[src/rtl/spi_tx_feeder.sv]
`default_nettype none
// +--------------------------------------------------------------------+
// | spi_tx_feeder: byte FIFO and frame sequencer feeding an SPI master |
// | Rev 1.0                                                            |
// +--------------------------------------------------------------------+
module spi_tx_feeder #(
   parameter int DEPTH         = 8,
   parameter int ADDR_W        = 3,
   parameter int GAP_CYCLES    = 16,
   parameter int START_TIMEOUT = 256
) (
   input  logic              clk,
   input  logic              rst,
   input  logic              wr_en,
   input  logic [7:0]        wr_data,
   input  logic              cs_in,
   output logic              tx_enable,
   output logic [7:0]        din,
   output logic              full,
   output logic              empty,
   output logic [ADDR_W:0]   level,
   output logic              busy,
   output logic              overflow,
   output logic              start_err,
   output logic [7:0]        frames_sent
);

   localparam int c_TMR_MAX = (START_TIMEOUT > GAP_CYCLES) ? START_TIMEOUT : GAP_CYCLES;
   localparam int c_TMR_W   = $clog2(c_TMR_MAX + 1);
   localparam logic [c_TMR_W-1:0] c_START_LAST = c_TMR_W'(START_TIMEOUT - 1);
   localparam logic [c_TMR_W-1:0] c_GAP_LAST   = c_TMR_W'(GAP_CYCLES - 1);

   typedef enum logic [2:0] {
      S_IDLE       = 3'd0,
      S_LOAD       = 3'd1,
      S_WAIT_START = 3'd2,
      S_WAIT_END   = 3'd3,
      S_GAP        = 3'd4
   } state_t;

   state_t              r_state;
   logic [c_TMR_W-1:0]  r_timer;
   logic                r_tx_enable;
   logic [7:0]          r_din;
   logic                r_start_err;
   logic [7:0]          r_frames;

   logic [7:0]          r_mem [DEPTH];
   logic [ADDR_W-1:0]   r_wr_ptr;
   logic [ADDR_W-1:0]   r_rd_ptr;
   logic [ADDR_W:0]     r_level;
   logic                r_full;
   logic                r_empty;
   logic                r_overflow;

   logic                r_cs_meta;
   logic                r_cs_sync;
   logic                r_cs_prev;

   logic                w_push;
   logic                w_pop;
   logic [ADDR_W:0]     w_level_nxt;
   logic                w_cs_fall;
   logic                w_cs_rise;

   // Preset to 1 (idle cs) so releasing reset never fakes a frame edge.
   always_ff @(posedge clk or negedge rst) begin
      if (!rst) begin
         r_cs_meta <= 1'b1;
         r_cs_sync <= 1'b1;
         r_cs_prev <= 1'b1;
      end else begin
         r_cs_meta <= cs_in;
         r_cs_sync <= r_cs_meta;
         r_cs_prev <= r_cs_sync;
      end
   end

   assign w_cs_fall   = r_cs_prev & ~r_cs_sync;
   assign w_cs_rise   = ~r_cs_prev & r_cs_sync;

   assign w_push      = wr_en & ~r_full;
   assign w_pop       = (r_state == S_LOAD);
   assign w_level_nxt = r_level + (ADDR_W+1)'(w_push) - (ADDR_W+1)'(w_pop);

   always_ff @(posedge clk) begin
      if (w_push) begin
         r_mem[r_wr_ptr] <= wr_data;
      end
   end

   always_ff @(posedge clk or negedge rst) begin
      if (!rst) begin
         r_wr_ptr   <= '0;
         r_rd_ptr   <= '0;
         r_level    <= '0;
         r_full     <= 1'b0;
         r_empty    <= 1'b1;
         r_overflow <= 1'b0;
      end else begin
         if (w_push) begin
            r_wr_ptr <= r_wr_ptr + ADDR_W'(1);
         end
         if (w_pop) begin
            r_rd_ptr <= r_rd_ptr + ADDR_W'(1);
         end
         r_level <= w_level_nxt;
         r_full  <= (w_level_nxt == (ADDR_W+1)'(DEPTH));
         r_empty <= (w_level_nxt == '0);
         if (wr_en && r_full) begin
            r_overflow <= 1'b1;
         end
      end
   end

   always_ff @(posedge clk or negedge rst) begin
      if (!rst) begin
         r_state     <= S_IDLE;
         r_timer     <= '0;
         r_tx_enable <= 1'b0;
         r_din       <= 8'h00;
         r_start_err <= 1'b0;
         r_frames    <= 8'h00;
      end else begin
         case (r_state)
            S_IDLE: begin
               r_tx_enable <= 1'b0;
               if (!r_empty) begin
                  r_state <= S_LOAD;
               end
            end
            S_LOAD: begin
               r_din       <= r_mem[r_rd_ptr];
               r_tx_enable <= 1'b1;
               r_timer     <= '0;
               r_state     <= S_WAIT_START;
            end
            S_WAIT_START: begin
               if (w_cs_fall) begin
                  r_state <= S_WAIT_END;
               end else if (r_timer == c_START_LAST) begin
                  // Master never answered: drop this byte and move on.
                  r_start_err <= 1'b1;
                  r_tx_enable <= 1'b0;
                  r_timer     <= '0;
                  r_state     <= S_GAP;
               end else begin
                  r_timer <= r_timer + c_TMR_W'(1);
               end
            end
            S_WAIT_END: begin
               if (w_cs_rise) begin
                  r_frames    <= r_frames + 8'd1;
                  r_tx_enable <= 1'b0;
                  r_timer     <= '0;
                  r_state     <= S_GAP;
               end
            end
            S_GAP: begin
               if (r_timer == c_GAP_LAST) begin
                  r_state <= S_IDLE;
               end else begin
                  r_timer <= r_timer + c_TMR_W'(1);
               end
            end
            default: begin
               r_tx_enable <= 1'b0;
               r_state     <= S_IDLE;
            end
         endcase
      end
   end

   assign tx_enable   = r_tx_enable;
   assign din         = r_din;
   assign full        = r_full;
   assign empty       = r_empty;
   assign level       = r_level;
   assign busy        = (r_state != S_IDLE);
   assign overflow    = r_overflow;
   assign start_err   = r_start_err;
   assign frames_sent = r_frames;

endmodule
`default_nettype wire

[config.mk]
export PLATFORM = sky130hd
export DESIGN_NAME = spi_tx_feeder
export DESIGN_NICKNAME = d
export VERILOG_FILES = /design/src/rtl/spi_tx_feeder.sv
export SDC_FILE = /design/constraint.sdc
export NUM_CORES = 1
export LEC_CHECK = 0
export ABC_AREA = 1
export CAP_MARGIN = 10
export CORE_UTILIZATION = 30
export DETAILED_ROUTE_END_ITERATION = 8
export PLACE_DENSITY_LB_ADDON = 0.15
export REMOVE_ABC_BUFFERS = 1
export SLEW_MARGIN = 15
export SYNTH_ARGS = -nofsm -noshare
export SYNTH_HDL_FRONTEND = slang
export SYNTH_SLANG_ARGS = --single-unit
[constraint.sdc]
create_clock -name clk -period 2.6 [get_ports clk]
set_input_delay 0.26 -clock clk [delete_from_list [all_inputs] [get_ports clk]]
set_output_delay 0.26 -clock clk [all_outputs]
set_load 0.02 [all_outputs]
# After elaboration in Yosys (flattened, before gate mapping)
# Memories as Yosys holds them, arrays and structs flattened. A register that Yosys moved wholly into a read port is not among the register bits.
# Cells that the tools add are included.
totals:
  ff_bits: 38
  latchBits: 0
  ram_bits: 64
  romBits: 0
  input_bits: 12
  out_inout_bits: 26
  word_cells: 71
  memories: 1
op_classes:
  n_addsub: 6
  mul: 0
  div: 0
  order_cmp: 0
  n_eq_ne: 14
  n_shift: 0
  muxes: 17
  bitwise_logic: 8
  reduce_logical: 11
mem_list:
  columns: ["name", "depth", "word_bits", "rd", "rd_clocked_by_memory_dff", "write_ports", "line_no", "rtl"]
  rows:
  - ["r_mem", 8, 8, 1, 1, 1, "48", "logic [7:0] r_mem [DEPTH];"]
op_table:
  columns: ["cell", "n"]
  rows:
  - ["$mux 9", 4]
  - ["$pmux 9 s4", 1]
  - ["$mux 3", 5]
  - ["$pmux 3 s5", 1]
  - ["$ne 2x2->1 const B", 6]
  - ["$reduce_and 4->1", 3]
  - ["$add 9x1->9 const B", 1]
  - ["$eq 9x4->1 const B", 1]
  - ["$eq 9x8->1 const B", 1]
  - ["$add 8x1->8 const B", 1]
  - ["$add 3x1->3 const B", 2]
  - ["$eq 3x2->1 const B", 2]
  - ["$mux 1", 5]
  - ["$not 1->1", 5]
  - ["$add 4x1->4", 1]
  - ["$eq 4x4->1 const B", 1]
  - ["$logic_not 4->1", 1]
  - ["$pmux 1 s4", 1]
  - ["$reduce_bool 4->1", 1]
  - ["$sub 4x1->4", 1]
  - ["$and 1x1->1", 3]
  - ["$eq 3x1->1 const B", 1]
  - ["$eq 3x3->1 const B", 1]
  - ["$logic_not 3->1", 1]
  - ["other kinds (6)", 6]

# Longest topological paths before layout
depth:
  depth_word: 5
  mapped_depth: 12
  ltp_nobuf: 12

# Least setup slack after synthesis
# OpenSTA, ideal clock, no wires.
synth_path:
  path_type: "reg-to-reg"
  start: "reg r_state[1]"
  end: "reg r_full (netlist: full)"
  setup_ns: 0.073
  arrival_time_ns: 2.211
  t_required_ns: 2.527
  path_slack_ns: 0.317
  stages_incl_launch_ff: 12
  n_path_buf: 0
  synth_period_minus_slack_ns: 2.283
  path_cell_list: "dfrtp_1 > nor3_2 > inv_1 > nor2_1 > inv_1 > nand2_1 > ha_1 > inv_1 > fa_1 > inv_1 > or3_1 > nor2b_1"
synth_via:
  elab_chain_cells: 3
synth_rtl:
  columns: ["item", "line_no", "rtl"]
  rows:
  - ["start, declared", "41", "state_t r_state;"]
  - ["start signal, assigned", "118", "r_state <= S_IDLE;"]
  - ["start signal, assigned", "129", "r_state <= S_LOAD;"]
  - ["start signal, assigned", "136", "r_state <= S_WAIT_START;"]
  - ["$eq 3x1->1", "83", "assign w_pop = (r_state == S_LOAD);"]
  - ["$sub 4x1->4", "84", "assign w_level_nxt = r_level + (ADDR_W+1)'(w_push) - (ADDR_W+1)'(w_pop);"]
  - ["named net w_level_nxt[1]", "62", "logic [ADDR_W:0] w_level_nxt;"]
  - ["$eq 4x4->1", "108", "r_full <= (w_level_nxt == (ADDR_W+1)'(DEPTH));"]
  - ["end signal, assigned", "108", null]
  - ["end, declared", "52", "logic r_full;"]
# The timed path passes the listed nets, and every way through them passes these cells.
# A chain may end at the register's enable or synchronous reset.

# Worst setup path after layout
layout_path:
  start: "reg r_state[2]"
  end: "reg r_full (netlist: full)"
# Same word-level chain as after synthesis.

==> key figures <==
Global routing
  – GRT Overall Usage: 13.9%
  – Vias in the first global route: 3260
  – Antenna violations before repair: 0
  – First-pass GRT wire length: 17200 um
  – Largest net degree at the start of global routing: 47
  – Grt total ovfl: 0

Clocking
  – CTS tree: built
  – CTS clk-pin slew, worst paths: 0.08 ns
  – Num CTS Buffers: 9
  – H-tree levels: 3
  – Clk_lat worst skew: 0.36 ns
  – Post_cts resized: 0
  – Clock buffer depth: 2
  – Clock Tree Root: clkbuf_16
  – Number of post-CTS setup repair buffers: 0
  – CTS Sinks: 110

Logic synthesis
  – Post-Synthesis Cells: 466
  – #FFs+latches synth: 110
  – Number of synthesized flops with an enable pin: 64
  – Ys async rst share: 41.8%
  – Post-synth cell types: 34
  – Synth top area cells: edfxtp_1, dfrtp_1, nand2_1, nor2_1, o21ai_0
  – Ys flop type: edfxtp_1
  – Top-area cell type share of the netlist area: 39.4%
  – Post-synth top area cell: edfxtp_1
  – Seq/Total Area, Yosys: 63.2%
  – Ys Warns: 0
  – Syn avg cell area: 10.5 sq um
  – Post-Synthesis Cell Area: 4870 sq um

Floorplanning
  – Die W: 129 um
  – Initial Util: 30.7%
  – Floorplan row count: 46
  – Die height: 129 um
  – Placeable Area: 15900 sq um
  – I/O pin count: 38
  – DIE AREA: 16800 sq um

Placement
  – RePlAce Congestion: 0.787
  – Post-DP HPWL: 6760 um
  – Count of input and output buffers: 37
  – Placed cell area: 5570 sq um
  – Dpl cells: 721

Power
  – Max IR drop VDD: 0.437 mV
  – PnR Total Power: 6.20 mW
  – P per Cell Area: 1050 nW/um^2
  – Sw Ratio: 38.0%
  – Sequential Power Share: 38.5%
  – Net Sw Power: 2.36 mW
  – Logic pwr share: 37.6%
  – Pleak: 2.36 nW
  – Clock power share: 23.9%
  – Int Power: 3.84 mW

Routing
  – Via/cell ratio: 4.55
  – Drt first pass iters: 4
  – Via count: 3361
  – Routed Antenna Nets: 0
  – Final wirelength: 10700 um
  – Per-cell routed wire length: 14.6 um
  – Starting DRT DRC Count: 186
  – DRC errors left: 0

Layout
  – Nets: 539
  – Area grow syn2layout: 21.1%
  – Inserted Diodes: 0
  – Share of cells above drive strength 1: 12.6%
  – Layout Cells excl Fill: 738
  – Cell area after layout: 5900 sq um

Worst setup path
  – Worst setup path startpoint: r_state[2]$_DFFE_PN0P_
  – Data arrival time of the worst path: 2.61 ns
  – Worst Path Max Fanout: 3
  – Data required time of the critical path: 2.89 ns
  – Worst setup SP type: register
  – Setup CP Type: reg -> reg
  – Reg2reg start: r_state[2]$_DFFE_PN0P_
  – Crit end category: register

Timing
  – Max Clock Freq: 431 MHz
  – Final Hold Fails: 0
  – Total negative slack: 0 ns
  – Slew HR: 35.2%
  – RSZ-0062 raised after global routing: no
  – Tightest Pin Transition: 0.971 ns
  – Final min period: 2.32 ns
  – Tcrit/Tclk final: 89.3%
  – Pins Over Slew Limit: 0
  – Skew final: 0.00974 ns
  – Hold_ws: 0.313 ns
  – # setup viols final: 0

Worst hold path
  – Hold WC Path Type: in -> reg
  – Hold path start: cs_in

Flow run
  – Max-cap viol count: 0

Outcome
  – Status: finished clean
path summary, 6_finish.rpt:
check / end / slack, ns / depth (start not counted)
min: r_cs_meta$_DFF_PN1_ / 0.31 / 1
min in group asynchronous: tx_enable$_DFFE_PN0P_ / 0.43 / 3
max reg2reg: full$_DFF_PN0_ / 0.28 / 11
min reg2reg: r_cs_sync$_DFF_PN1_ / 0.36 / 0
max in group asynchronous: r_cs_prev$_DFF_PN1_ / 1.89 / 3
max: full$_DFF_PN0_ / 0.28 / 11
power by group through the flow:
stage               Combinational, mW  Sequential [mW]  Clock (mW)
floorplan                        1.21             2.65           0
global placement                 2.35             2.43           0
detailed placement               2.38             2.42           0
CTS                              2.38             2.39        1.53
global route                     2.62             2.43        1.59
finish                           2.33             2.39        1.48
critical path: stages, from the launching register on:
cell and delay, ns:
dfrtp_1 0.41, nor3_2 0.22, inv_1 0.08, nor2_1 0.17, inv_1 0.09, nand2_1 0.07, ha_1 0.16, inv_1 0.06
fa_1 0.47, inv_1 0.05, or3_1 0.36, nor2b_1 0.11
cell type report:
type | count | area [sq um]
Clock buffer | 9 | 225
Multi-Input combinational cell | 307 | 1590
Inverter | 35 | 131
Tap cell | 216 | 270
Sequential cell | 110 | 3080
Timing Repair Buffer | 54 | 508
Clock inverter | 7 | 96.3
Fill cell | 1631 | 9990
routing by layer:
| layer | wire (um) | share of wire (%) | track usage [%] |
|---|---|---|---|
| met5 | 0 | 0 | 0 |
| met4 | 109 | 1.0 | 4.04 |
| met3 | 442 | 4.1 | 3.51 |
| met2 | 5230 | 49 | 23.6 |
| met1 | 4960 | 46 | 17.7 |
cells in the mapped netlist (all sizes together), types with 2 or more instances:
cell type and count:
nand2 98, nor2 80, edfxtp 64, o21ai 45, dfrtp 42, inv 34
nand3 25, o211ai 16, ha 9, clkbuf 8, nand4 8, xor2 7
buf 6, xnor2 6, dfstp 4, a21oi 3, nor3 3, a21o 2
cell families after synthesis:
family / count (synthesis) / synth area share (%)
AND/OR/NAND/NOR: 218 / 19.5
XOR/XNOR: 13 / 2.34
adder cells (fa/ha/maj): 10 / 2.72
AO/OA/AOI/OAI: 66 / 8.09
buffers and inverters: 49 / 4.21
flip-flops: 110 / 63.2
placed cells by master, fill, tap and decap left out, types with 9 or more instances in the layout:
| cell | Yosys | layout |
|---|---|---|
| buf_4 | 0 | 15 |
| clkbuf_16 | 0 | 9 |
| clkdlybuf4s50_1 | 0 | 36 |
| dfrtp_1 | 42 | 42 |
| edfxtp_1 | 64 | 64 |
| ha_1 | 9 | 9 |
| inv_1 | 30 | 30 |
| nand2_1 | 87 | 87 |
| nand2_2 | 11 | 11 |
| nand3_1 | 22 | 22 |
| nor2_1 | 75 | 75 |
| o211ai_1 | 16 | 16 |
| o21ai_0 | 39 | 39 |
registers in the layout (all words and copies together) (netlist names), 3 cells and up:
| signal | count |
|---|---|
| r_mem | 64 |
| r_timer | 9 |
| din | 8 |
| frames_sent | 8 |
| level | 4 |
| r_rd_ptr | 3 |
| r_state | 3 |
| r_wr_ptr | 3 |
metrics by stage:
step / util (%) / worst slack (ns)
CTS: 37.1 / 0.250
global placement: 35.0 / 0.231
floorplan: - / -0.181
finish: 37.1 / 0.278
detailed placement: 35.0 / 0.140
global route: 37.1 / 0.0958
repair_timing:
action	CTS	global route
hold buffers	1	0
setup endpoints to repair	0	0
hold endpoints to repair	42	0
(Power assumes the default switching activity.)
